===== src/rtl/ycpu_pkg.sv =====
// Shared constants for the multi-cycle controller: opcodes, FSM states, ALU ops.
// No latency (declarations only).
// No backpressure (declarations only).
package ycpu_pkg;

  localparam logic [6:0] OPC_R     = 7'h33;
  localparam logic [6:0] OPC_I     = 7'h13;
  localparam logic [6:0] OPC_LOAD  = 7'h03;
  localparam logic [6:0] OPC_STORE = 7'h23;
  localparam logic [6:0] OPC_BR    = 7'h63;
  localparam logic [6:0] OPC_JAL   = 7'h6F;

  localparam logic [2:0] ALU_ADD = 3'b010;
  localparam logic [2:0] ALU_SUB = 3'b110;

  typedef enum logic [2:0] {
    FETCH  = 3'd0,
    DECODE = 3'd1,
    EXEC   = 3'd2,
    MEM    = 3'd3,
    WB     = 3'd4,
    TRAP   = 3'd5
  } state_t;

  typedef enum logic [2:0] {
    CLS_R     = 3'd0,
    CLS_I     = 3'd1,
    CLS_LOAD  = 3'd2,
    CLS_STORE = 3'd3,
    CLS_BR    = 3'd4,
    CLS_JAL   = 3'd5,
    CLS_ILL   = 3'd6
  } cls_t;

  // Map the major opcode to an instruction class; anything unknown is illegal.
  function automatic cls_t decode_class(input logic [6:0] opc);
    case (opc)
      OPC_R:     return CLS_R;
      OPC_I:     return CLS_I;
      OPC_LOAD:  return CLS_LOAD;
      OPC_STORE: return CLS_STORE;
      OPC_BR:    return CLS_BR;
      OPC_JAL:   return CLS_JAL;
      default:   return CLS_ILL;
    endcase
  endfunction

endpackage


===== src/rtl/ymc_ctrl_if.sv =====
// Bundle between the controller and the yIF/yID/yEX/memory datapath.
// No latency (wires only).
// No backpressure beyond mem_ready, which the controller waits on.
interface ymc_ctrl_if #(parameter int XLEN = 32);

  logic            run;
  logic [31:0]     ins;
  logic            zero;
  logic [XLEN-1:0] branch;
  logic [XLEN-1:0] jTarget;
  logic            mem_ready;

  logic [XLEN-1:0] pc;
  logic            ir_we;
  logic            RegWrite;
  logic            ALUSrc;
  logic            Mem2Reg;
  logic            MemRead;
  logic            MemWrite;
  logic [2:0]      op;
  logic [31:0]     retired;
  logic            trap;

  modport master (
    input  run, ins, zero, branch, jTarget, mem_ready,
    output pc, ir_we, RegWrite, ALUSrc, Mem2Reg, MemRead, MemWrite, op, retired, trap
  );

  modport slave (
    output run, ins, zero, branch, jTarget, mem_ready,
    input  pc, ir_we, RegWrite, ALUSrc, Mem2Reg, MemRead, MemWrite, op, retired, trap
  );

endinterface


===== src/rtl/ymc_pc.sv =====
// Program counter register with next-PC selection (jal target, taken branch, pc+4).
// Updates on the retire edge; holds otherwise.
// No backpressure: i_retire is the only enable.
module ymc_pc #(
  parameter int              XLEN     = 32,
  parameter logic [XLEN-1:0] RESET_PC = XLEN'(32'h28)
) (
  input  logic            clk,
  input  logic            rst_n,
  input  logic            i_retire,
  input  logic            i_jal,
  input  logic            i_br,
  input  logic            i_zero,
  input  logic [XLEN-1:0] i_branch,
  input  logic [XLEN-1:0] i_jtarget,
  output logic [XLEN-1:0] o_pc
);

  logic [XLEN-1:0] r_pc;
  logic [XLEN-1:0] w_next;

  // Next-PC mux; the adder wraps naturally modulo 2^XLEN.
  always_comb begin
    w_next = r_pc + XLEN'(4);
    if (i_jal) begin
      w_next = i_jtarget;
    end else if (i_br && i_zero) begin
      w_next = i_branch;
    end
  end

  // PC only moves when an instruction retires.
  always_ff @(posedge clk or negedge rst_n) begin
    if (!rst_n) begin
      r_pc <= RESET_PC;
    end else if (i_retire) begin
      r_pc <= w_next;
    end
  end

  assign o_pc = r_pc;

endmodule


===== src/rtl/ymc_ctrl.sv =====
// Multi-cycle CPU controller: FETCH/DECODE/EXEC/MEM/WB sequencing, PC and retire count.
// 3 to 5 cycles per instruction plus memory wait cycles; controls decode combinationally from state and IR.
// Stalls in MEM while mem_ready is low, trapping after MEM_TIMEOUT unanswered cycles.
module ymc_ctrl
  import ycpu_pkg::*;
#(
  parameter int              XLEN        = 32,
  parameter logic [XLEN-1:0] RESET_PC    = XLEN'(32'h28),
  parameter int              MEM_TIMEOUT = 15
) (
  input  logic     clk,
  input  logic     rst_n,
  ymc_ctrl_if.master bus
);

  localparam int WAIT_W = (MEM_TIMEOUT < 2) ? 1 : $clog2(MEM_TIMEOUT);

  state_t            r_state;
  logic [31:0]       r_ir;
  logic [WAIT_W-1:0] r_wait;
  logic [31:0]       r_retired;

  cls_t w_cls;
  logic w_retire;
  logic w_unused_ir;

  assign w_cls       = decode_class(r_ir[6:0]);
  assign w_unused_ir = ^r_ir[31:7];

  // Retire fires on the edge that leaves an instruction's last state.
  always_comb begin
    w_retire = 1'b0;
    case (r_state)
      EXEC:    w_retire = (w_cls == CLS_BR);
      MEM:     w_retire = (w_cls == CLS_STORE) && bus.mem_ready;
      WB:      w_retire = 1'b1;
      default: w_retire = 1'b0;
    endcase
  end

  // Main sequencer: state, IR, MEM wait counter and retire count.
  always_ff @(posedge clk or negedge rst_n) begin
    if (!rst_n) begin
      r_state   <= FETCH;
      r_ir      <= '0;
      r_wait    <= '0;
      r_retired <= '0;
    end else begin
      if (w_retire) begin
        r_retired <= r_retired + 32'd1;
      end
      case (r_state)
        FETCH: begin
          r_ir <= bus.ins;
          if (bus.run) begin
            r_state <= DECODE;
          end
        end
        DECODE: begin
          r_state <= (w_cls == CLS_ILL) ? TRAP : EXEC;
        end
        EXEC: begin
          case (w_cls)
            CLS_BR:              r_state <= FETCH;
            CLS_LOAD, CLS_STORE: begin
              r_state <= MEM;
              r_wait  <= '0;
            end
            CLS_ILL:             r_state <= TRAP;
            default:             r_state <= WB;
          endcase
        end
        MEM: begin
          // A ready on the final allowed cycle still completes the access.
          if (bus.mem_ready) begin
            r_state <= (w_cls == CLS_LOAD) ? WB : FETCH;
          end else if (r_wait == WAIT_W'(MEM_TIMEOUT - 1)) begin
            r_state <= TRAP;
          end else begin
            r_wait <= r_wait + WAIT_W'(1);
          end
        end
        WB:      r_state <= FETCH;
        TRAP:    r_state <= TRAP;
        default: r_state <= TRAP;
      endcase
    end
  end

  // Datapath controls from state and IR class; reset forces FETCH so MEM strobes drop at once.
  always_comb begin
    bus.ir_we    = 1'b0;
    bus.RegWrite = 1'b0;
    bus.ALUSrc   = 1'b0;
    bus.Mem2Reg  = 1'b0;
    bus.MemRead  = 1'b0;
    bus.MemWrite = 1'b0;
    bus.op       = 3'b000;
    bus.trap     = 1'b0;
    case (r_state)
      FETCH: bus.ir_we = rst_n;
      EXEC, MEM, WB: begin
        bus.op     = (w_cls == CLS_BR) ? ALU_SUB : ALU_ADD;
        bus.ALUSrc = !((w_cls == CLS_R) || (w_cls == CLS_BR));
        if (r_state == MEM) begin
          bus.MemRead  = (w_cls == CLS_LOAD);
          bus.MemWrite = (w_cls == CLS_STORE);
        end
        if (r_state == WB) begin
          bus.RegWrite = 1'b1;
          bus.Mem2Reg  = (w_cls == CLS_LOAD);
        end
      end
      TRAP:    bus.trap = 1'b1;
      default: bus.trap = 1'b0;
    endcase
  end

  assign bus.retired = r_retired;

  ymc_pc #(
    .XLEN     (XLEN),
    .RESET_PC (RESET_PC)
  ) u_pc (
    .clk       (clk),
    .rst_n     (rst_n),
    .i_retire  (w_retire),
    .i_jal     (w_cls == CLS_JAL),
    .i_br      (w_cls == CLS_BR),
    .i_zero    (bus.zero),
    .i_branch  (bus.branch),
    .i_jtarget (bus.jTarget),
    .o_pc      (bus.pc)
  );

endmodule

===== src/flat_wrapper.sv =====
// flat-port wrapper written by rule: the top's interface ports become plain ports
module ymc_ctrl_flat import ycpu_pkg::*;
#(
  parameter int              XLEN        = 32,
  parameter logic [XLEN-1:0] RESET_PC    = XLEN'(32'h28),
  parameter int              MEM_TIMEOUT = 15
)
  (clk, rst_n, bus_run, bus_ins, bus_zero, bus_branch, bus_jTarget, bus_mem_ready, bus_pc, bus_ir_we, bus_RegWrite, bus_ALUSrc, bus_Mem2Reg, bus_MemRead, bus_MemWrite, bus_op, bus_retired, bus_trap);
  ymc_ctrl_if #(.XLEN(XLEN)) bus_i ();
  input  logic clk;
  input  logic rst_n;
  input wire logic [$bits(bus_i.run)-1:0] bus_run;
  input wire logic [$bits(bus_i.ins)-1:0] bus_ins;
  input wire logic [$bits(bus_i.zero)-1:0] bus_zero;
  input wire logic [$bits(bus_i.branch)-1:0] bus_branch;
  input wire logic [$bits(bus_i.jTarget)-1:0] bus_jTarget;
  input wire logic [$bits(bus_i.mem_ready)-1:0] bus_mem_ready;
  output wire logic [$bits(bus_i.pc)-1:0] bus_pc;
  output wire logic [$bits(bus_i.ir_we)-1:0] bus_ir_we;
  output wire logic [$bits(bus_i.RegWrite)-1:0] bus_RegWrite;
  output wire logic [$bits(bus_i.ALUSrc)-1:0] bus_ALUSrc;
  output wire logic [$bits(bus_i.Mem2Reg)-1:0] bus_Mem2Reg;
  output wire logic [$bits(bus_i.MemRead)-1:0] bus_MemRead;
  output wire logic [$bits(bus_i.MemWrite)-1:0] bus_MemWrite;
  output wire logic [$bits(bus_i.op)-1:0] bus_op;
  output wire logic [$bits(bus_i.retired)-1:0] bus_retired;
  output wire logic [$bits(bus_i.trap)-1:0] bus_trap;
  assign bus_i.run = bus_run;
  assign bus_i.ins = bus_ins;
  assign bus_i.zero = bus_zero;
  assign bus_i.branch = bus_branch;
  assign bus_i.jTarget = bus_jTarget;
  assign bus_i.mem_ready = bus_mem_ready;
  assign bus_pc = bus_i.pc;
  assign bus_ir_we = bus_i.ir_we;
  assign bus_RegWrite = bus_i.RegWrite;
  assign bus_ALUSrc = bus_i.ALUSrc;
  assign bus_Mem2Reg = bus_i.Mem2Reg;
  assign bus_MemRead = bus_i.MemRead;
  assign bus_MemWrite = bus_i.MemWrite;
  assign bus_op = bus_i.op;
  assign bus_retired = bus_i.retired;
  assign bus_trap = bus_i.trap;
  ymc_ctrl #(.XLEN(XLEN), .RESET_PC(RESET_PC), .MEM_TIMEOUT(MEM_TIMEOUT)) u_core (.clk(clk), .rst_n(rst_n), .bus(bus_i));
endmodule

===== config.mk =====
export PLATFORM = sky130hd
export DESIGN_NAME = ymc_ctrl_flat
export DESIGN_NICKNAME = d
export VERILOG_FILES = /design/src/rtl/ycpu_pkg.sv /design/src/rtl/ymc_ctrl_if.sv /design/src/rtl/ymc_pc.sv /design/src/rtl/ymc_ctrl.sv /design/src/flat_wrapper.sv
export SDC_FILE = /design/constraint.sdc
export NUM_CORES = 1
export LEC_CHECK = 0
export ABC_CLOCK_PERIOD_IN_PS = 3000
export CAP_MARGIN = 20
export CELL_PAD_IN_SITES_DETAIL_PLACEMENT = 1
export CELL_PAD_IN_SITES_GLOBAL_PLACEMENT = 1
export CORE_ASPECT_RATIO = 1.25
export CORE_UTILIZATION = 25
export CTS_BUF_LIST = sky130_fd_sc_hd__clkbuf_4 sky130_fd_sc_hd__clkbuf_8
export DETAILED_ROUTE_END_ITERATION = 6
export PLACE_DENSITY = 0.71
export SLEW_MARGIN = 20
export SYNTH_ARGS = -nofsm -noshare
export SYNTH_HDL_FRONTEND = slang
export SYNTH_HIERARCHICAL = 1
export SYNTH_SLANG_ARGS = --single-unit
export TNS_END_PERCENT = 5

===== constraint.sdc =====
create_clock -name clk -period 3 [get_ports clk]
set_input_delay 0.6 -clock clk [delete_from_list [all_inputs] [get_ports clk]]
set_output_delay 0.6 -clock clk [all_outputs]
set_load 0.03 [all_outputs]

# Word level (Yosys, flattened, before mapping)
# Index checks and enable logic that the tools add are counted.
[word_totals]
reg_bits = 78
latchBits = 0
mem_bits_rw = 0
mem_bits_ro = 0
input_bits = 101
out_inout_bits = 74
wordCells = 69
memories = 0
[op_classes]
addsub = 3
n_mul = 0
div = 0
n_lt_le_gt_ge = 0
n_eq_ne = 22
n_shift = 0
n_mux = 28
bitwise = 0
n_reduce_logical = 11
[op_table]
columns = ["op", "count"]
rows = [
  ["2-to-1 mux 32 bit", 2],
  ["adder 32 x 1 -> 32 bit (second input constant)", 1],
  ["adder 32 x 3 -> 32 bit (second input constant)", 1],
  ["2-to-1 mux 3 bit", 7],
  ["case mux 3 bit (6 select lines)", 1],
  ["equality test 3 bit (second input constant)", 5],
  ["case mux 3 bit (5 select lines)", 1],
  ["equality test 7 x 6 -> 1 bit (second input constant)", 2],
  ["equality test 7 bit (second input constant)", 2],
  ["equality test 3 x 2 -> 1 bit (second input constant)", 4],
  ["2-to-1 mux 4 bit", 3],
  ["2-to-1 mux 1 bit", 11],
  ["case mux 3 bit (3 select lines)", 1],
  ["!= test 2 bit (second input constant)", 4],
  ["case mux 4 bit (2 select lines)", 1],
  ["equality test 7 x 2 -> 1 bit (second input constant)", 1],
  ["equality test 7 x 5 -> 1 bit (second input constant)", 1],
  ["logical NOT 3 bit", 2],
  ["adder 4 x 1 -> 4 bit (second input constant)", 1],
  ["equality test 4 bit (second input constant)", 1],
  ["AND reduction 4 bit", 1],
  ["equality test 3 x 1 -> 1 bit (second input constant)", 1],
  ["!= test 3 x 2 -> 1 bit (second input constant)", 1],
  ["case mux 1 bit (3 select lines)", 1],
  ["other kinds (7)", 8],
]

# Logic depth before layout (Yosys ltp)
# Gate-level depths: netlist (run 1).
[logic_depth]
ltp_word = 6
depth_mapped = 11
ltp_nobuf = 8

# Modules after synthesis
# Netlist (run 1), hierarchy kept.
[by_module_without_submodules]
columns = ["module", "instances", "cells_per_inst", "area_each_um2", "seq_area_each_um2"]
rows = [
  ["ymc_pc", 1, 339, 2652.5, 803.3],
  ["ymc_ctrl", 1, 238, 2456.1, 1151.1],
]

# Least setup slack after synthesis (run 1)
# OpenSTA, ideal clock, no wires.
[synth_path]
path_kind = "reg-to-reg"
startpoint = "register u_core.r_ir[2]"
endpoint = "register u_core.u_pc.r_pc[18] (netlist: u_core/u_pc/o_pc[18])"
setup_ps = 130
arrival_ps = 2679
required_ps = 2870
path_slack_ps = 191
path_stages_with_launch = 11
n_path_buf = 3
synth_period_minus_slack_ps = 2809
path_cell_list = "dfrtp_1 -> nand4bb_4 -> nor4_4 -> a221oi_4 -> inv_2 -> clkbuf_1 -> clkbuf_1 -> buf_1 -> o211ai_1 -> o21ai_0 -> nand3_1"
[synth_between]
word_cells_on_any_way = 15
classes_between = "eq/ne: 9; mux: 4; reduce/logical: 2"
[synth_lines]
columns = ["item", "line", "rtl"]
rows = [
  ["start: declaration", "ymc_ctrl.sv:19", "logic [31:0] r_ir;"],
  ["start signal: assignment", "ymc_ctrl.sv:54", "r_ir <= bus.ins;"],
  ["equality test 7 bit (tied with other cells)", "ycpu_pkg.sv:37", "case (opc)"],
  ["case mux 3 bit (6 select lines) (*)", "ycpu_pkg.sv:37", ""],
  ["equality test 3 x 2 -> 1 bit", "ymc_ctrl.sv:35", "MEM: w_retire = (w_cls == CLS_STORE) && bus.mem_ready;"],
  ["logical AND 1 bit", "ymc_ctrl.sv:35", ""],
  ["case mux 1 bit (3 select lines) (*)", "ymc_ctrl.sv:33", "case (r_state)"],
  ["named net u_core.w_retire", "ymc_ctrl.sv:24", "logic w_retire;"],
  ["end signal: assignment", "ymc_pc.sv:37", "r_pc <= w_next;"],
  ["end: declaration", "ymc_pc.sv:19", "logic [XLEN-1:0] r_pc;"],
]
# The timed path passes the listed nets; every way through them passes the cells marked *.
# A chain may end at the register's enable or synchronous reset.

# Worst setup path after layout (run 1)
[layout_path]
startpoint = "register u_core.r_ir[2]"
endpoint = "output port bus_op[2]"
[layout_between]
elab_chain_len = 5
word_cells_on_any_way = 10
classes_between = "eq/ne: 7; mux: 3"
[layout_rtl]
columns = ["item", "line", "rtl"]
rows = [
  ["equality test 7 bit (tied with other cells)", "ycpu_pkg.sv:37", ""],
  ["case mux 3 bit (6 select lines) (*)", "ycpu_pkg.sv:37", ""],
  ["equality test 3 bit (*)", "ymc_ctrl.sv:103", "bus.op = (w_cls == CLS_BR) ? ALU_SUB : ALU_ADD;"],
  ["2-to-1 mux 3 bit (*)", "ymc_ctrl.sv:103", ""],
  ["2-to-1 mux 3 bit (*)", "ymc_ctrl.sv:100", "case (r_state)"],
  ["end: declaration", "flat_wrapper.sv:25", "output wire logic [$bits(bus_i.op)-1:0] bus_op;"],
]
# Every way passes the cells marked *; elsewhere a longest branch is shown, timed or not.

==> results.sh, run 1 <==
export IMPL_fp_dieArea_sq_mm=0.02101
export IMPL_syn_area_sq_mm=0.005109
export IMPL_crit_fanout=5
export IMPL_cts_sinks=78
export IMPL_vias_per_cell=5.208
export IMPL_drt_pass1_iterations=4
export IMPL_coreArea_sq_mm=0.02010
export IMPL_area_growth_pct=40.29
export IMPL_cts_tree="built"
export IMPL_routabilityCongestion=0.8220
export IMPL_status="complete, no violations"
export IMPL_syn_inst=577
export IMPL_synthArstFlopShare_pct=100.0
export IMPL_yosysSeqAreaShare_pct=38.26
export IMPL_grt_use_total_pct=18.08
export IMPL_hold_buffers=0
export IMPL_first_global_vias=5310
export IMPL_worstMarginPinSlew_ns=0.6624
export IMPL_period_share_pct=94.89
export IMPL_std_cell_rows=58
export IMPL_critPathLaunchType="flop"
export IMPL_rsz0062_at_grt="no"
export IMPL_cp_arrival_ns=2.25
export IMPL_final_setup_viol_count=0
export IMPL_cellPowerDensity_mw_per_mm2=668.3
export IMPL_grt_overflow=0
export IMPL_insertion_delay_ns=0.37
export IMPL_start_util_pct=25.41
export IMPL_worst_path_stages=4
export IMPL_synth_fp_nets=682
export IMPL_r2r_cells=7
export IMPL_p_leak_nw=2.741
export IMPL_root_buffer="clkbuf_8"
export IMPL_synthMuxAreaShare_pct=2.547
export IMPL_place_hpwl_microns=13640
export IMPL_worst_ep_required_time_ns=2.40
export IMPL_grt_pass1_wl_microns=29200
export IMPL_drive_gt1_share_pct=9.354
export IMPL_crit_chain="and4bb_2 > and3_1 > nor2b_1 > clkdlybuf4s50_1"
export IMPL_drt_first_iter_violations=252
export IMPL_synth_edf_count=0
export IMPL_maxCapViolations=0
export IMPL_final_max_slew_viol_count=0
export IMPL_htreeDepth=3
export IMPL_yosys_warnings=6
export IMPL_antenna_found_initial=1
export IMPL_fmax_mhz=351.3
export IMPL_min_path_type="in -> async"
export IMPL_post_route_min_period_ns=2.847
export IMPL_cts_inserted_buffers=9
export IMPL_drtAntennaViolNets=0
export IMPL_pin_count=175
export IMPL_drcViolationCount=0
export IMPL_yosys_area_share_simple_pct=30.00
export IMPL_synthAdderAreaFrac_pct=0.9797
export IMPL_max_slew_margin_pct=55.71
export IMPL_synth_xor_area_share_pct=6.343
export IMPL_routedWlPerCell_microns=18.35
export IMPL_crit_slowest_cell="clkdlybuf4s50_1"
export IMPL_clockBufferDepth=2
export IMPL_drt_wl_total_microns=18290
export IMPL_port_buffer_count=148
export IMPL_hold_viol=0
export IMPL_path_buf_inv=1
export IMPL_grt_max_degree=53
export IMPL_finalClockSkew_ns=0.01771
export IMPL_num_nets_final=827
export IMPL_vdd_drop_max_mv=0.2643
export IMPL_tns_ns=0
export IMPL_vias=5192
export IMPL_clk_pin_slew_ns=0.08
export IMPL_synth_top_family_by_area="simple AND/OR/NAND/NOR gates"
export IMPL_finish_instance_area_sq_mm=0.007167
export IMPL_power_mw=4.790
export IMPL_insertedDiodeCount=0
export IMPL_endpoint_kind="output port"
export IMPL_worstSetupPathType="reg -> out"
export IMPL_synth_compound_area_share_pct=17.68
export IMPL_crit_family="simple AND/OR/NAND/NOR gates"
export IMPL_synth_seq_cells=78
export IMPL_avgSynthCellArea_sq_um=8.854
export IMPL_critical_path_max_stage_delay_ns=0.67
export IMPL_dieHeight_microns=161.8
export IMPL_yosysUniqueCellTypes=75
export IMPL_dieWidth_microns=129.9
export IMPL_synthFlopType="dfrtp_1"
export IMPL_dpl_cell_area_sq_mm=0.006957
==> cell type report <==
cell class	instances	area [sq um]
inverters	15	56.30
clock inverters	5	57.56
flip-flops and latches	78	1954
multi-input cells	448	2952
well taps	270	337.8
clock buffers	11	151.4
repair buffers	170	1658
fillers	2370	12930
==> flip-flops by register name (all words and copies together) (netlist names) <==
| name | flops |
|---|---|
| u_core/r_state | 3 |
| u_core/u_pc/o_pc | 32 |
| u_core/bus.retired | 32 |
| u_core/r_wait | 4 |
| u_core/r_ir | 7 |
==> what timing repair did <==
action / CTS / global route
gates resized for setup: 1 / 1
setup buffers: 0 / 0
setup endpoints to repair: 1 / 1
pin swaps: 0 / 0
==> power breakdown <==
part	internal, mW	switching (mW)	total [mW]
logic	0.971	1.27	2.24
clock network	0.430	0.415	0.845
registers	1.29	0.413	1.70
total	2.69	2.10	4.79
==> cells by family after synthesis <==
kind of cell | Yosys count
flip-flops | 78
AO/OA/AOI/OAI | 130
XOR/XNOR | 37
other | 1
buffers and inverters | 51
adder cells (fa/ha/maj) | 4
AND/OR/NAND/NOR | 264
multiplexers | 12
==> Yosys cell counts, drive strengths merged (6+ instances only) <==
cell type	count	area, sq um
dfrtp	76	1902
nand2	63	236.5
nand3	36	180.2
nor2	31	116.4
a21oi	27	135.1
clkbuf	27	102.6
nand4	24	165.2
xor2	24	210.2
nor3	21	110.1
o21ai	20	100.1
nor4	18	173.9
inv	14	52.55
a31oi	13	81.33
xnor2	13	113.9
o211ai	11	82.58
or3	10	63.81
and3	9	56.30
buf	9	51.29
o22ai	9	56.30
mux2	8	90.09
nand2b	7	43.79
nand4b	7	61.31
and2	6	37.54
o31ai	6	45.04
==> worst paths after layout <==
path / start / to / slack, ns
max: u_core/r_ir[2]$_DFFE_PN0N_ / bus_op[2] / 0.15
min: rst_n / u_core/r_state[0]$_DFFE_PN0P_ / 0.28
max reg2reg: u_core/r_ir[2]$_DFFE_PN0N_ / u_core/u_pc/o_pc[15]$_DFFE_PN0P_ / 0.38
min reg2reg: u_core/bus.retired[31]$_DFFE_PN0P_ / u_core/bus.retired[31]$_DFFE_PN0P_ / 0.47
max in group asynchronous: rst_n / u_core/u_pc/o_pc[13]$_DFFE_PN0P_ / 1.74
min in group clk: u_core/bus.retired[31]$_DFFE_PN0P_ / u_core/bus.retired[31]$_DFFE_PN0P_ / 0.47
==> per-stage QoR <==
| stage | hold slack, ns | worst slack (ns) | util [%] | std cells |
|---|---|---|---|---|
| floorplan | 0.3044 | 0.1915 | - | 577 |
| global placement | 0.4595 | 0.3799 | 34.61 | 981 |
| detailed placement | 0.4652 | 0.3818 | 34.61 | 981 |
| CTS | 0.2844 | 0.01398 | 35.64 | 997 |
| global route | 0.2950 | 0.002450 | 35.65 | 997 |
| finish | 0.2834 | 0.1533 | 35.65 | 997 |
==> cell usage in the layout (no fill, tap or decap), types with 11 or more instances in the layout <==
cell / netlist / layout
a21oi_1: 27 / 27
a31oi_1: 13 / 13
buf_4: 2 / 22
clkbuf_8: 0 / 11
clkdlybuf4s50_1: 0 / 145
dfrtp_1: 76 / 76
inv_1: 13 / 13
nand2_1: 63 / 63
nand3_1: 36 / 36
nand4_1: 23 / 23
nor2_1: 31 / 30
nor3_1: 20 / 20
nor4_1: 11 / 11
o211ai_1: 11 / 11
o21ai_0: 20 / 20
xnor2_1: 13 / 13
xor2_1: 24 / 24
==> layer usage <==
layer | vias to the layer above | track usage, % | part of all wire (%)
li1 | 2463 | - | -
met1 | 2553 | 22.14 | 44
met2 | 153 | 31.06 | 49
met3 | 21 | 3.755 | 4.8
met4 | 2 | 6.342 | 1.7
met5 | - | 0 | 0.055
No activity file was read; power rests on OpenSTA's default activity.
==> run 2, diff against run 1 <==
- SETUP_SLACK_MARGIN: not set -> 0.15
==> results of run 2 <==
Same layout as run 1 (identical final DEF). Status: complete, no violations.
==> run 3, diff against run 2 <==
- PLACE_DENSITY: 0.71 -> 0.64
- SYNTH_HIERARCHICAL: 1 -> not set
==> results.sh, run 3 <==
export IMPL_cts_tree="built"
export IMPL_num_nets_final=762
export IMPL_drt_met1_wl_microns=7227
export IMPL_wl_met2_microns=8993
export IMPL_postCtsSetupRepairBufs=0
export IMPL_synth_compound_area_share_pct=21.06
export IMPL_post_route_min_period_ns=2.835
export IMPL_synthTopCellsByCount="dfrtp_1, nand2_1, a21oi_1, nor2_1"
export IMPL_syn_area_sq_mm=0.004700
export IMPL_synth_xor_area_share_pct=6.337
export IMPL_most_common_layout_cells="clkdlybuf4s50_1, dfrtp_1, nand2_1"
export IMPL_path_buf_inv=2
export IMPL_syn_inst=508
export IMPL_synth_edf_count=0
export IMPL_drt_pass1_iterations=6
export IMPL_vias=4796
export IMPL_synth_top_cell_area_share_pct=40.47
export IMPL_p_leak_nw=2.764
export IMPL_synthFlopType="dfrtp_1"
export IMPL_hold_viol=0
export IMPL_grt_max_degree=46
export IMPL_maxCapViolations=0
export IMPL_setup_slack_ns=0.1645
export IMPL_htreeDepth=3
export IMPL_final_setup_viol_count=0
export IMPL_period_share_pct=94.52
export IMPL_std_cell_rows=55
export IMPL_drcViolationCount=0
export IMPL_grt_overflow=0
export IMPL_worstMarginPinSlew_ns=0.8210
export IMPL_yosys_area_share_simple_pct=23.86
export IMPL_antenna_found_initial=1
export IMPL_coreArea_sq_mm=0.01824
export IMPL_vias_per_cell=5.383
export IMPL_synth_seq_cells=78
export IMPL_status="complete, no violations"
export IMPL_worstSetupPathType="reg -> out"
export IMPL_area_growth_pct=43.88
export IMPL_max_slew_margin_pct=44.85
export IMPL_grt_pass1_wl_microns=27880
export IMPL_drive_gt1_share_pct=10.88
export IMPL_insertion_delay_ns=0.38
export IMPL_dieWidth_microns=124.6
export IMPL_worst_ep_required_time_ns=2.40
export IMPL_dieHeight_microns=155.3
export IMPL_synth_top_family_by_area="simple AND/OR/NAND/NOR gates"
export IMPL_fp_dieArea_sq_mm=0.01935
export IMPL_final_max_slew_viol_count=0
export IMPL_yosysUniqueCellTypes=68
export IMPL_start_util_pct=25.77
export IMPL_crit_chain="nand4bb_1 > buf_4 > or2_2 > nor3_1 > buf_12"
export IMPL_yosysSeqAreaShare_pct=41.59
export IMPL_pin_count=175
export IMPL_finish_instance_area_sq_mm=0.006761
export IMPL_dr_max_layer_used="met4"
export IMPL_routedWlPerCell_microns=19.41
export IMPL_synth_fp_nets=613
export IMPL_place_hpwl_microns=12780
export IMPL_drtAntennaViolNets=0
export IMPL_yosys_warnings=0
export IMPL_dpl_cell_area_sq_mm=0.006560
export IMPL_rsz0062_at_grt="yes"
export IMPL_synthAdderAreaFrac_pct=1.065
export IMPL_first_global_vias=5066
export IMPL_clk_pin_slew_ns=0.09
export IMPL_vdd_drop_max_mv=0.1556
export IMPL_crit_fanout=6
export IMPL_critical_path_max_stage_delay_ns=0.39
export IMPL_tns_ns=0
export IMPL_avgSynthCellArea_sq_um=9.251
export IMPL_fmax_mhz=352.7
export IMPL_grt_use_total_pct=18.31
export IMPL_crit_slowest_cell="dfrtp_1"
export IMPL_final_util_pct=37.08
export IMPL_place_ws_ns=0.1620
export IMPL_min_path_type="in -> async"
export IMPL_crit_family="simple AND/OR/NAND/NOR gates"
export IMPL_endpoint_kind="output port"
export IMPL_port_buffer_count=148
export IMPL_cp_arrival_ns=2.24
export IMPL_critPathLaunchType="flop"
export IMPL_finalClockSkew_ns=0.01061
export IMPL_clockBufferDepth=2
export IMPL_yosys_area_top_type="dfrtp_1"
export IMPL_synthMostInstantiatedCell="dfrtp_1"
export IMPL_cellPowerDensity_mw_per_mm2=300.7
export IMPL_drt_wl_total_microns=17300
export IMPL_cts_sinks=78
export IMPL_dr_wl_met3_microns=673
export IMPL_cts_inserted_buffers=9
export IMPL_yosys_top_cells_area="dfrtp_1, xor2_1, nand4_1, a21oi_1, o22a_1"
export IMPL_routabilityCongestion=0.8011
export IMPL_layout_commonest_cell="clkdlybuf4s50_1"
export IMPL_root_buffer="clkbuf_8"
export IMPL_synthMuxAreaShare_pct=1.411
export IMPL_drt_first_iter_violations=253
export IMPL_hold_buffers=0
export IMPL_synthArstFlopShare_pct=100.0
run 3: logic make-up after synthesis:
kind of cell / Yosys count
AND/OR/NAND/NOR: 195
AO/OA/AOI/OAI: 143
flip-flops: 78
buffers and inverters: 47
XOR/XNOR: 34
multiplexers: 6
adder cells (fa/ha/maj): 4
other: 1
run 3: final cells by class:
type	count	area (sq um)
repair buffers	173	1738
clock inverters	7	73.82
well taps	228	285.3
clock buffers	9	123.9
fillers	2048	11470
inverters	12	45.04
multi-input cells	383	2539
diodes	1	2.502
flip-flops and latches	78	1954
run 3: power by group:
part	switching [mW]	internal (mW)	total (mW)
Clock	0.462	0.386	0.847
Combinational	0.0447	0.0892	0.134
Sequential	0.000751	1.05	1.05
Total	0.507	1.53	2.03
run 3: routing by layer:
metal,up-vias,global-route usage [%]
met5,-,0
met4,0,8.491
met3,24,2.476
met2,136,32.99
met1,2407,21.43
li1,2229,-
run 3: worst register-to-register path, stage by stage, from the launching register on:
cell	delay [ns]
dfrtp_1	0.39
nand4bb_1	0.39
buf_4	0.28
o31ai_2	0.50
nor2_4	0.24
buf_12	0.25
nor4_1	0.31
a211o_1	0.13
run 3: through the flow:
step / hold WS [ns] / instances / power [mW]
after floorplan: 0.3044 / 508 / 1.081
after global placement: 0.4559 / 874 / 1.207
after detailed placement: 0.4723 / 874 / 1.209
after CTS: 0.3887 / 890 / 2.065
after global routing: 0.3986 / 891 / 2.115
final: 0.3572 / 891 / 2.033
run 3: worst paths after layout:
path	startpoint	end	slack, ns	depth (start not counted)
max in group asynchronous	rst_n	u_core.u_pc.o_pc[3]$_DFFE_PN1P_	1.72	3
worst max-delay path	u_core.r_ir[2]$_DFFE_PN0N_	bus_Mem2Reg	0.16	5
min in group clk	u_core.bus.retired[31]$_DFFE_PN0P_	u_core.bus.retired[31]$_DFFE_PN0P_	0.48	1
worst min-delay path	rst_n	u_core.u_pc.o_pc[27]$_DFFE_PN0P_	0.36	2
worst min register to register	u_core.bus.retired[31]$_DFFE_PN0P_	u_core.bus.retired[31]$_DFFE_PN0P_	0.48	1
worst max register to register	u_core.r_ir[2]$_DFFE_PN0N_	u_core.u_pc.o_pc[26]$_DFFE_PN0P_	0.47	7
run 3: repair_timing:
action,CTS,global route
endpoints found under the setup margin,3,5
gates resized for setup,1,1
pin swaps,0,0
gates cloned,0,0
==> variant 1 (config.mk and constraints of run 3) <==
Encoding of `state_t`: now one-hot (6 bits for 6 states).
--- a/src/rtl/ycpu_pkg.sv
+++ b/src/rtl/ycpu_pkg.sv
@@ -14,11 +14,11 @@
   localparam logic [2:0] ALU_SUB = 3'b110;
 
-  typedef enum logic [2:0] {
-    FETCH  = 3'd0,
-    DECODE = 3'd1,
-    EXEC   = 3'd2,
-    MEM    = 3'd3,
-    WB     = 3'd4,
-    TRAP   = 3'd5
+  typedef enum logic [5:0] {
+    FETCH  = 6'b000001,
+    DECODE = 6'b000010,
+    EXEC   = 6'b000100,
+    MEM    = 6'b001000,
+    WB     = 6'b010000,
+    TRAP   = 6'b100000
   } state_t;
 
Check against the original RTL: same outputs for any inputs over 4 cycles, from zero or initial values and one cycle with rst_n low; so few cycles prove little.
==> variant 1 against run 3 <==
  * Area after synthesis grew 5.9%
  * Fmax shrank 0.62%
  * Final area grew 4.8%
  * Wire length grew 8.0%
  * Setup slack lost 0.018 ns
  * Total power grew 11%
  * Combinational power grew 83%
  * Final cell count grew 10%
  * Sequential share of layout area shrank 0.23 points
  * Register-to-register slack lost 0.12 ns
  * Count of clock-buffer cells in the layout grew 1
  * Sequential cell count grew 3
  * Largest cell class unchanged
  * Highest routed layer unchanged
==> variant 1: results (changes against run 3) <==
stage	metric	value	unit	change
worst_hold_path	classification of the worst-slack hold path	input port to async pin		
placed_design	placed cell count	968		+11%
setup_path	cell family with most CP delay	simple AND/OR/NAND/NOR gates		
placed_design	routability congestion estimate	0.8045		+0.42%
power_and_ir_drop	maximum resistive drop on vdd	0.1862	mV	+20%
setup_path	worst path arrival time	2.25	ns	
synthesis	count of yosys warnings during synthesis	0		unchanged
synthesis	top cells by area, synth	sky130_fd_sc_hd__dfrtp_1, sky130_fd_sc_hd__xor2_1, sky130_fd_sc_hd__nand2_1		
power_and_ir_drop	switching power of the nets	0.6032	mW	+19%
global_route	met2 usage in global routing	33.61	%	+0.62 points
drt	Max Used Layer	met4		
timing	final worst slack	0.1469	ns	-0.01764 ns
layout	Non-Filler Instances	984		+10%
setup_path	Critical Path Max Stage Delay	0.60	ns	+0.21 ns
setup_path	slowest cell on the critical path	sky130_fd_sc_hd__or4_4		
drt	DR WL met3	702	µm	+4.3%
drt	routed length on met1	7844	µm	+8.5%
drt	total iterations of the first detailed-routing run	4		-2
status	status	finished, final reports clean		
clocking	number of gates resized after CTS	3		+2
placed_design	detailed placer's ending HPWL	14050	µm	+10%
drt	detail-routed net length per standard cell	18.98	µm	-2.2%
timing	worst-case clock skew	0.01363	ns	+0.003022 ns
synthesis	gate count of the mapped netlist	566		+11%
global_route	wire length of the first global-routing pass	29810	µm	+7.0%
drt	drt via density	5.161		-4.1%
placed_design	Area after DPL	6849	µm²	+4.4%
global_route	via count of the first global-routing pass	5392		+6.4%
synthesis	net count after synthesis	671		+9.5%
die	Core Box Area	19470	µm²	+6.8%
global_route	GR Util All Layers	18.89	%	+0.58 points
global_route	largest net degree at the start of global routing	47		+2.2%
placed_design	Post-Place Setup Slack	0.06103	ns	-0.1010 ns
drt	DRC marker count from the first detailed-route iteration	167		-34%
timing	Slew @ Worst Pin	0.9551	ns	+0.1341 ns
clocking	number of buffers created by CTS	9		unchanged
global_route	number of antenna violations at the first check in global routing	0		-1
synthesis	Synth top cells by count	sky130_fd_sc_hd__dfrtp_1, sky130_fd_sc_hd__nand2_1, sky130_fd_sc_hd__nor2_1		
global_route	met3 track demand over resource in global routing	2.379	%	-0.097 points
synthesis	Unique masters post-synth	68		unchanged
layout	net count of the finished layout	819		+7.5%
clocking	number of buffers inserted by post-CTS setup repair	0		unchanged
synthesis	register area share after synthesis	40.81	%	-0.78 points
setup_path	crit-path max FO	5		-1
layout	Antenna diodes	0		-1
timing	worst hold-check slack	0.3455	ns	-0.01164 ns
clocking	worst-case clock buffer depth	2		unchanged
global_route	global routing usage on met1	22.72	%	+1.3 points
clocking	number of levels the H-tree was split into	3		unchanged
layout	share of post-route cells with drive strength above 1	9.318	%	-1.6 points
power_and_ir_drop	Leakage Power	2.802	nW	+1.4%
drt	met2 routed wirelength	9738	µm	+8.3%
setup_path	setup slack, reg-to-reg	0.35	ns	-0.12 ns
==> variant 1: power by group through the flow <==
stage	Clock [mW]	Combinational [mW]	Sequential (mW)
CTS	0.923	0.248	1.13
finish	0.886	0.245	1.13
detailed placement	0	0.247	1.15
global placement	0	0.244	1.15
global route	0.960	0.262	1.14
floorplan	0	0.0574	1.17
==> variant 1: cell type report <==
class / count / area [µm²]
clock buffers: 10 / 137.6
clock inverters: 6 / 73.82
fillers: 2243 / 12390
inverters: 13 / 48.80
multi-input cells: 440 / 2793
flip-flops and latches: 81 / 2031
well taps: 265 / 331.6
repair buffers: 169 / 1668
==> variant 1: final timing paths <==
kind                                   startpoint                      to  cells past startpoint
hold / removal                              rst_n     u_core.u_pc.o_pc[0]                      2
min in group clk           u_core.bus.retired[31]  u_core.bus.retired[31]                      1
setup reg to reg                u_core.r_state[1]  u_core.bus.retired[24]                      6
setup / recovery                u_core.r_state[1]            bus_MemWrite                      4
hold reg to reg            u_core.bus.retired[31]  u_core.bus.retired[31]                      1
max in group asynchronous                   rst_n  u_core.bus.retired[28]                      3
==> variant 1: kinds of logic after synthesis <==
kind of cell / Yosys count / share of synthesized area, %
and+or+nand+nor: 248 / 25.62
AOI/OAI and AO/OA: 131 / 18.43
DFF: 81 / 40.81
xor gates and xnor gates: 48 / 8.449
buffers and inverters: 45 / 3.822
muxes: 8 / 1.785
adders and majority gates: 4 / 1.006
other: 1 / 0.07536
==> variant 1: worst register-to-register path, cell delays in order, from the launching register on <==
cell and delay [ns]:
sky130_fd_sc_hd__dfrtp_1 0.44, sky130_fd_sc_hd__or4_4 0.60, sky130_fd_sc_hd__a2111oi_4 0.52, sky130_fd_sc_hd__buf_4 0.22, sky130_fd_sc_hd__o2111ai_4 0.21, sky130_fd_sc_hd__nor4_1 0.43, sky130_fd_sc_hd__xor2_1 0.17
==> variant 2 (config.mk and constraints of run 3) <==
Made on the original files. `XLEN` is set to 32 in 4 places; all go to 16.
--- a/src/rtl/ymc_ctrl_if.sv
+++ b/src/rtl/ymc_ctrl_if.sv
@@ -2,5 +2,5 @@
 // No latency (wires only).
 // No backpressure beyond mem_ready, which the controller waits on.
-interface ymc_ctrl_if #(parameter int XLEN = 32);
+interface ymc_ctrl_if #(parameter int XLEN = 16);
 
   logic            run;
--- a/src/rtl/ymc_pc.sv
+++ b/src/rtl/ymc_pc.sv
@@ -3,5 +3,5 @@
 // No backpressure: i_retire is the only enable.
 module ymc_pc #(
-  parameter int              XLEN     = 32,
+  parameter int              XLEN     = 16,
   parameter logic [XLEN-1:0] RESET_PC = XLEN'(32'h28)
 ) (
--- a/src/rtl/ymc_ctrl.sv
+++ b/src/rtl/ymc_ctrl.sv
@@ -5,5 +5,5 @@
   import ycpu_pkg::*;
 #(
-  parameter int              XLEN        = 32,
+  parameter int              XLEN        = 16,
   parameter logic [XLEN-1:0] RESET_PC    = XLEN'(32'h28),
   parameter int              MEM_TIMEOUT = 15
--- a/src/flat_wrapper.sv
+++ b/src/flat_wrapper.sv
@@ -2,5 +2,5 @@
 module ymc_ctrl_flat import ycpu_pkg::*;
 #(
-  parameter int              XLEN        = 32,
+  parameter int              XLEN        = 16,
   parameter logic [XLEN-1:0] RESET_PC    = XLEN'(32'h28),
   parameter int              MEM_TIMEOUT = 15
Interface: changed (resized bus_branch, bus_jTarget and bus_pc); port bits go from 175 to 127. The function was not compared with the original's and may differ.
==> variant 2 against run 3 <==
  * Clock skew is essentially flat
  * Final area decreased by 27%
  * Sequential cell count down 16
  * Highest routed layer unchanged
  * Final cell count is 28% lower
  * Area after synthesis down 24%
  * Largest cell class unchanged
  * Via count fell by 34%
  * Setup slack gained 0.024 ns
  * Register-to-register slack improved by 0.11 ns
  * Utilization is 1.5 points lower
  * First-iteration DRC count fell by 64%
  * Wire length decreased by 37%
  * Critical endpoint is now bus_op[2]
  * Global-route usage down 2.6 points
Power is not compared: it rests on default switching activity, and its combinational part moved more than twofold at a synthesized area within 25%.
==> variant 2: results (changes against run 3) <==
stage	metric	value	unit	change
drt	met2 routed wirelength	5631	µm	-37%
placed_design	detailed placer's ending HPWL	8106	µm	-37%
timing	Slew @ Worst Pin	0.8541	ns	+0.03307 ns
drt	total iterations of the first detailed-routing run	4		-2
clocking	number of gates resized after CTS	6		+5
placed_design	number of port buffers	100		-32%
drt	DR WL met3	410	µm	-39%
synthesis	net count after synthesis	428		-30%
placed_design	Post-Place Setup Slack	0.2626	ns	+0.1006 ns
synthesis	Synth top cells by count	sky130_fd_sc_hd__dfrtp_1, sky130_fd_sc_hd__nand2_1, sky130_fd_sc_hd__xor2_1		
global_route	number of antenna violations at the first check in global routing	0		-1
synthesis	area share of fa/ha/maj cells after synthesis	1.396	%	+0.33 points
drt	Max Used Layer	met4		
synthesis	register area share after synthesis	43.35	%	+1.8 points
drt	routed length on met1	4717	µm	-35%
setup_path	crit-path max FO	7		+1
drt	DRC marker count from the first detailed-route iteration	90		-64%
synthesis	top cells by area, synth	sky130_fd_sc_hd__dfrtp_1, sky130_fd_sc_hd__xor2_1, sky130_fd_sc_hd__nand2_1		
drt	detail-routed net length per standard cell	17.17	µm	-12%
timing	worst-case clock skew	0.01025	ns	-0.0003661 ns
setup_path	startpoint of the most critical setup path	u_core.r_ir[6]		
synthesis	xor and xnor area share after synthesis	8.551	%	+2.2 points
setup_path	worst flop-to-flop path endpoint	u_core.bus.retired[25]		
status	status	finished, final reports clean		
timing	clock period minus worst slack	2.811	ns	-0.02424 ns
synthesis	complex-gate fraction of the synthesized area	14.24	%	-6.8 points
clocking	number of levels the H-tree was split into	3		unchanged
layout	net count of the finished layout	532		-30%
clocking	clock latency on the worst-skew pair	0.36	ns	-0.02 ns
layout	Antenna diodes	0		-1
synthesis	Unique masters post-synth	61		-10%
setup_path	Worst setup endpoint	bus_op[2]		
layout	fill cell total of the finished layout	1593		-22%
layout	share of post-route cells with drive strength above 1	13.36	%	+2.5 points
setup_path	Critical R2R Launch	u_core.r_state[1]		
placed_design	routability congestion estimate	0.8141		+1.6%
global_route	global routing usage on met1	18.71	%	-2.7 points
global_route	GR Util All Layers	15.73	%	-2.6 points
global_route	via count of the first global-routing pass	3486		-31%
timing	worst hold-check slack	0.4131	ns	+0.05596 ns
global_route	met3 track demand over resource in global routing	2.780	%	+0.30 points
setup_path	setup slack, reg-to-reg	0.58	ns	+0.11 ns
global_route	wire length of the first global-routing pass	17820	µm	-36%
power_and_ir_drop	internal power	2.042	mW	
synthesis	multiplexer share of the synthesized area	1.885	%	+0.47 points
global_route	met2 usage in global routing	27.64	%	-5.4 points
setup_path	worst path arrival time	2.21	ns	-0.03 ns
global_route	largest net degree at the start of global routing	63		+37%
drt	vias post-DR	3157		-34%
synthesis	commonest register cell after synthesis	sky130_fd_sc_hd__dfrtp_1		
==> variant 2: worst max-delay path, stage by stage (launching register included) <==
cell	delay, ns
sky130_fd_sc_hd__dfrtp_1	0.47
sky130_fd_sc_hd__and4_1	0.25
sky130_fd_sc_hd__and3_2	0.25
sky130_fd_sc_hd__nor2_1	0.24
sky130_fd_sc_hd__nand2_1	0.12
sky130_fd_sc_hd__nor2_1	0.11
sky130_fd_sc_hd__dlygate4sd2_1	0.41
==> variant 2: layout make-up <==
| class | count | area [µm²] | share of cell area, % |
|---|---|---|---|
| Multi-Input combinational cell | 264 | 1856 | 37.43 |
| Tap cell | 175 | 219.0 | 4.417 |
| Clock buffer | 9 | 123.9 | 2.499 |
| Clock inverter | 7 | 98.84 | 1.994 |
| Inverter | 12 | 45.04 | 0.9086 |
| Sequential cell | 62 | 1554 | 31.35 |
| Timing Repair Buffer | 110 | 1061 | 21.40 |
==> variant 2: worst min path at each step <==
stage	endpoint	startpoint	depth (start not counted)
after global routing	u_core.bus.retired[31]	u_core.bus.retired[31]	1
after detailed placement	u_core.bus.retired[31]	u_core.bus.retired[31]	1
final	u_core.r_ir[5]	rst_n	2
after CTS	u_core.r_state[0]	rst_n	2
after floorplan	u_core.bus.retired[0]	rst_n	0
after global placement	u_core.bus.retired[31]	u_core.bus.retired[31]	1
==> variant 2: metrics by stage <==
stage	cells	area, µm²
floorplan	355	3585
global placement	623	4745
detailed placement	623	4745
CTS	639	4962
global route	639	4957
finish	639	4957
==> variant 2: power groups by stage <==
stage	Sequential (mW)	Clock (mW)	Combinational (mW)
2_1_floorplan	1.36	0	0.792
3_3_place_gp	1.26	0	1.33
3_5_place_dp	1.28	0	1.36
4_1_cts	1.26	0.869	1.36
5_1_grt	1.30	0.904	1.46
6_report	1.26	0.846	1.35
